### config.mk
export PLATFORM = sky130hd
export DESIGN_NAME = mem_initiator
export DESIGN_NICKNAME = d
export VERILOG_FILES = /design/src/rtl/mem_initiator.sv
export SDC_FILE = /design/constraint.sdc
export NUM_CORES = 1
export LEC_CHECK = 0
export ABC_CLOCK_PERIOD_IN_PS = 1650
export BUFFER_PORTS_ARGS = -buffer_cell sky130_fd_sc_hd__clkbuf_2
export CAP_MARGIN = 5
export CORE_ASPECT_RATIO = 1.2
export CORE_MARGIN = 2
export CORE_UTILIZATION = 47
export CTS_BUF_LIST = sky130_fd_sc_hd__clkbuf_4
export CTS_CLUSTER_SIZE = 8
export DETAILED_ROUTE_END_ITERATION = 7
export GPL_ROUTABILITY_DRIVEN = 1
export PLACE_DENSITY_LB_ADDON = 0.08
export REMOVE_ABC_BUFFERS = 1
export SLEW_MARGIN = 10
export SYNTH_ARGS = -nofsm -noshare
export SYNTH_HDL_FRONTEND = slang
export SYNTH_SLANG_ARGS = --single-unit
export TNS_END_PERCENT = 5
### constraint.sdc
create_clock -name clk -period 1.65 [get_ports clk]
set_clock_uncertainty 0.1 [all_clocks]
set_input_delay 0.165 -clock clk [delete_from_list [all_inputs] [get_ports clk]]
set_output_delay 0.165 -clock clk [all_outputs]
set_load 0.005 [all_outputs]
### src/rtl/mem_initiator.sv
// Bus-master front end for the 16-bit magic-memory port.
// Optional access timeout: define MEM_INITIATOR_TIMEOUT_EN.
module mem_initiator #(
  parameter int TIMEOUT_CYCLES = 255
) (
  input  logic        clk,
  input  logic        rst_n,
  input  logic        req_valid,
  output logic        req_ready,
  input  logic        req_write,
  input  logic [1:0]  req_be,
  input  logic [15:0] req_addr,
  input  logic [15:0] req_wdata,
  output logic        rsp_valid,
  input  logic        rsp_ready,
  output logic [15:0] rsp_rdata,
  output logic        rsp_err,
  output logic        mem_read,
  output logic        mem_write,
  output logic [1:0]  mem_byte_enable,
  output logic [15:0] mem_address,
  output logic [15:0] mem_wdata,
  input  logic        mem_resp,
  input  logic [15:0] mem_rdata
);

  localparam logic [1:0] S_IDLE   = 2'd0;
  localparam logic [1:0] S_ACCESS = 2'd1;
  localparam logic [1:0] S_RESP   = 2'd2;

  logic [1:0] state;
  logic       accept;
  logic       access;
  logic       to_hit;

  assign req_ready = (state == S_IDLE);
  assign rsp_valid = (state == S_RESP);
  assign accept    = req_ready && req_valid;
  assign access    = (state == S_ACCESS);

`ifdef MEM_INITIATOR_TIMEOUT_EN
  localparam int CW = $clog2(TIMEOUT_CYCLES + 1);
  localparam logic [CW-1:0] TO_LAST =
    CW'(TIMEOUT_CYCLES - 1);

  logic [CW-1:0] to_cnt;
  logic          err_q;

  // Abort on the edge that would complete the last idle cycle.
  assign to_hit  = access && !mem_resp
                && (to_cnt == TO_LAST);
  assign rsp_err = err_q;

  always_ff @(posedge clk or negedge rst_n) begin
    if (!rst_n) begin
      to_cnt <= '0;
      err_q  <= 1'b0;
    end else begin
      if (accept)
        to_cnt <= '0;
      else if (access && !mem_resp)
        to_cnt <= to_cnt + 1'b1;
      if (to_hit)
        err_q <= 1'b1;
      else if (rsp_valid && rsp_ready)
        err_q <= 1'b0;
    end
  end
`else
  assign to_hit  = 1'b0;
  assign rsp_err = 1'b0;
`endif

  always_ff @(posedge clk or negedge rst_n) begin
    if (!rst_n) begin
      state           <= S_IDLE;
      mem_read        <= 1'b0;
      mem_write       <= 1'b0;
      mem_byte_enable <= 2'b00;
      mem_address     <= 16'h0000;
      mem_wdata       <= 16'h0000;
      rsp_rdata       <= 16'h0000;
    end else begin
      case (state)
        S_IDLE: begin
          if (req_valid) begin
            mem_read        <= !req_write;
            mem_write       <= req_write;
            mem_byte_enable <= req_be;
            mem_address     <= req_addr;
            mem_wdata       <= req_wdata;
            state           <= S_ACCESS;
          end
        end
        S_ACCESS: begin
          if (mem_resp) begin
            rsp_rdata <= mem_read ? mem_rdata
                                  : 16'h0000;
            mem_read  <= 1'b0;
            mem_write <= 1'b0;
            state     <= S_RESP;
          end else if (to_hit) begin
            rsp_rdata <= 16'h0000;
            mem_read  <= 1'b0;
            mem_write <= 1'b0;
            state     <= S_RESP;
          end
        end
        S_RESP: begin
          if (rsp_ready)
            state <= S_IDLE;
        end
        default: begin
          mem_read  <= 1'b0;
          mem_write <= 1'b0;
          state     <= S_IDLE;
        end
      endcase
    end
  end

endmodule

# After elaboration in Yosys (flattened, before gate mapping)
# Cells that the tools add are included.
# word_totals
register_bits,54
elab_cells,29
output_inout_bits,55
# op_classes
n_mux,10
bitwise_logic,1
reduce_logical,6
eq_ne,5
# op_table
cell,n
16-bit 2-to-1 mux,1
2-bit 2-to-1 mux,3
1-bit one-hot mux with 3 select lines,2
2-bit one-hot mux with 3 select lines,1
3-bit AND reduction,2
"2-bit inequality test, second input constant",2
2-bit AND reduction,2
1-bit 2-to-1 mux,3
"2-bit by 1-bit equality test with 1-bit output, second input constant",1
"2-bit equality test, second input constant",1
2-bit logical NOT,1
"2-bit by 1-bit inequality test with 1-bit output, second input constant",1
1-bit logical NOT,1
1-bit inverter,1

# Depth between registers and ports, before layout
# depth
word_depth,3
ltp_mapped,4

# Worst setup path after synthesis
# OpenSTA, ideal clock, no wires.
# synth_path
path_kind,reg2reg
start,reg state[0]
end,reg mem_address[0]
path_buffers,1
arrival_time_ns,1.206
path_stages_with_launch,5
path_slack_ns,0.219
required_ns,1.425
path_cell_list,dfrtp_1 -> nand2b_4 -> nor2_8 -> buf_12 -> mux2_4
# synth_between
elab_chain_cells,2
# synth_rtl
item,line,source
start: declaration,31,logic [1:0] state;
start signal: assignment,76,state <= S_IDLE;
start signal: assignment,92,state <= S_ACCESS;
start signal: assignment,101,state <= S_RESP;
2-bit logical NOT,84,case (state)
2-bit AND reduction (no source line),-,
end signal: assignment,90,mem_address <= req_addr;
end: declaration,21,"output logic [15:0] mem_address,"
# Every way passes these cells.
# A chain may end at the register's enable or synchronous reset.

# Worst setup path after layout
# layout_path
start,reg state[1]
end,out rsp_valid
# layout_between
elab_chain_cells,1
# layout_rtl
item,line,source
2-bit equality test,37,assign rsp_valid = (state == S_RESP);
end: declaration,14,"output logic rsp_valid,"
# Every way passes these cells.

==> results.yml <==
outcome:
  status: "finished, final reports clean"
final_layout:
  final_cell_area_mm2: 0.00355
  fin_util_pct: 77.3
  regArea_mm2: 0.00135
  multi_input_area_um2: 811
  fillers: 306
  drive_gt1_share_pct: 48.2
  n_antenna_cell: 0
  fin_nets: 387
  area_growth_pct: 57.1
  fin_cells: 390
worst_setup_path:
  crit_path_cell_trace: "inv_1 > nor2_1 > clkbuf_2"
  required_ns: 1.38
  crit_type: "reg2out"
  worst-path-buf-inv: 2
  r2r-end: "mem_wdata[8]$_DFFE_PN0P_"
  critical_path_arrival_ns: 1.26
  crit_fanout: 6
  rrSetupSlack_ns: 0.16
  critPathCaptureType: "output port"
  crit_path_start_kind: "register"
  r2r_start: "state[0]$_DFFE_PN0P_"
  reg2reg_depth: 4
  critPathTopFamily: "flip-flops"
  cp_slowest_cell: "dfrtp_1"
  critPathMaxStageDelay_ns: 0.54
yosys:
  yosysWarnings: 0
  yosys-top-cells-count: "54 x dfrtp_1, 32 x nand2_1, 30 x mux2_4, 16 x o21ai_0, 4 x mux2_2"
  yosysMostFrequentCell: "dfrtp_1"
  synth_ff_type: "dfrtp_1"
  synth-seq-area-share_pct: 59.8
  ys_seq_elements: 54
  synth_edf_count: 0
  netlist_instances: 162
  syn_avg_cell_area_um2: 14.0
  synthTopCellsByArea: "dfrtp_1 60%, mux2_4 20%, nand2_1 5.3%, o21ai_0 3.5%, buf_12 2.7%"
  async_flop_share_pct: 100
  synth_area_mm2: 0.00226
  synth_cell_type_count: 24
  synth.largest_area_cell: "dfrtp_1"
  yosys.area.top_type_share_pct: 59.8
clock_tree:
  clkLatencyLatePin_ns: 0.36
  htree_levels: 2
  root_buffer: "clkbuf_4"
  cts_buffer_depth: 2
  cts_tree: "yes"
  cts_sinks: 54
  post-cts-setup-buffers: 0
  cts_resized: 0
  clk_pin_slew_ns: 0.14
  cts_made_buffers: 5
die:
  fp.coreArea_mm2: 0.00459
  die-area_mm2: 0.00538
  fp.dieH_um: 80.0
  rows: 27
  initial_utilization_pct: 49.2
  die_x_um: 67.3
  io_pins: 111
hold_path:
  hold_end: "mem_write$_DFFE_PN0P_"
  hold_path_depth: 3
  hp-start: "req_write"
  hp-class: "in2reg"
global_route:
  grt_pass1_vias: 1778
  grt_first_pass_wirelength_um: 8530
  grt_max_degree: 29
  gr-usage-all-layers_pct: 21.5
  antenna_found_initial: 0
  overflow: 0
sta:
  final_max_slew_viol_count: 0
  setup_slack_ns: 0.127
  timing.fmax_mhz: 657
  rsz0062_at_grt: "false"
  fin_crit_sh_pct: 92.3
  timing.slew.headroom_pct: 66.5
  worst_pin_slew_ns: 0.502
  setup_viol: 0
  period_minus_slack_ns: 1.52
  hold_viol_final: 0
routing:
  drtPass1Iterations: 4
  vias: 1798
  ant_nets: 0
  drc: 0
  drt_iter0_markers: 93
  vias_per_cell: 4.61
  wirelength_um: 5400
  drt-wirelength-per-cell_um: 13.9
placed_design:
  dpl.hpwl_um: 3590
  dp.cells: 328
  gp_congestion: 0.760
  pre_cts_ws_ns: 0.182
  post_dp_cell_area_mm2: 0.00291
  io_buffer_count: 109
power:
  powerDensity_mw_per_mm2: 1540
  vdd_ir_drop_max_mv: 0.726
  p_leak_nw: 1.82
  p_total_w: 0.00548
flow_run:
  maxCapViolCount: 0
## stage by stage
step                TNS (ns)  hold slack [ns]
finish                     0           0.0394
global route               0           0.0390
CTS                        0          0.00100
detailed placement         0           0.0519
global placement           0           0.0520
floorplan             -0.170           -0.231
## sequential cells by signal, indices dropped and copies added, names as in the netlist
name and flops:
mem_address 16, mem_wdata 16, rsp_rdata 16, mem_byte_enable 2, state 2, mem_read 1
mem_write 1
## layer usage
metal | GRT usage, % | wire (um)
met5 | 0 | 0
met3 | 4.51 | 325
met4 | 6.94 | 106
met1 | 28.1 | 2230
met2 | 35.2 | 2750
## final cells by class
| class | count | area share (%) |
|---|---|---|
| Timing Repair Buffer | 171 | 34.0 |
| Tap cell | 58 | 2.04 |
| Clock buffer | 5 | 1.06 |
| Clock inverter | 3 | 1.80 |
| Multi-Input combinational cell | 97 | 22.8 |
| Inverter | 2 | 0.211 |
| Sequential cell | 54 | 38.0 |
## power breakdown
| part | internal [W] | leakage, nW | switching [W] |
|---|---|---|---|
| Clock | 0.000467 | 0.0528 | 0.000385 |
| Sequential | 0.00190 | 0.665 | 0.000358 |
| Combinational | 0.00144 | 1.11 | 0.000930 |
## timing repair
item,4_1_cts,5_1_grt
hold buffers,53,1
endpoints found under the setup margin,0,0
endpoints found under the hold margin,98,1
## worst min-delay path, delay by kind of cell
kind                   cells  cell delay, ns
AOI/OAI and AO/OA          1            0.09
buffers and inverters      1            0.08
and+or+nand+nor            1            0.14
## cell families after synthesis
| group | share of synthesized area [%] |
|---|---|
| mux | 21.9 |
| compound gates | 5.37 |
| flops | 59.8 |
| buf+inv | 4.37 |
| other cells | 0.166 |
| simple gates | 8.41 |
## worst max-delay path by stage
stage,from,to,slack (ns),cells past startpoint
after floorplan,state[0]$_DFFE_PN0P_,mem_address[12]$_DFFE_PN0P_,-0.04,3
after CTS,state[1]$_DFFE_PN0P_,rsp_valid,0.10,3
final,state[1]$_DFFE_PN0P_,rsp_valid,0.13,3
after detailed placement,state[0]$_DFFE_PN0P_,mem_wdata[7]$_DFFE_PN0P_,0.18,4
after global routing,state[1]$_DFFE_PN0P_,rsp_valid,0.04,3
after global placement,state[0]$_DFFE_PN0P_,mem_address[11]$_DFFE_PN0P_,0.21,4
## placed cells by master (no fill, tap or decap), types with 2 or more instances in the layout
master / n
clkbuf_2: 109
dlygate4sd3_1: 54
dfrtp_1: 54
nand2_1: 32
mux2_4: 30
o21ai_0: 16
clkbuf_4: 5
buf_12: 5
mux2_2: 4
buf_4: 3
nor2_1: 2
inv_1: 2
a21oi_1: 2
bufinv_16: 2
Note: power is estimated with default switching activity, not from simulation.
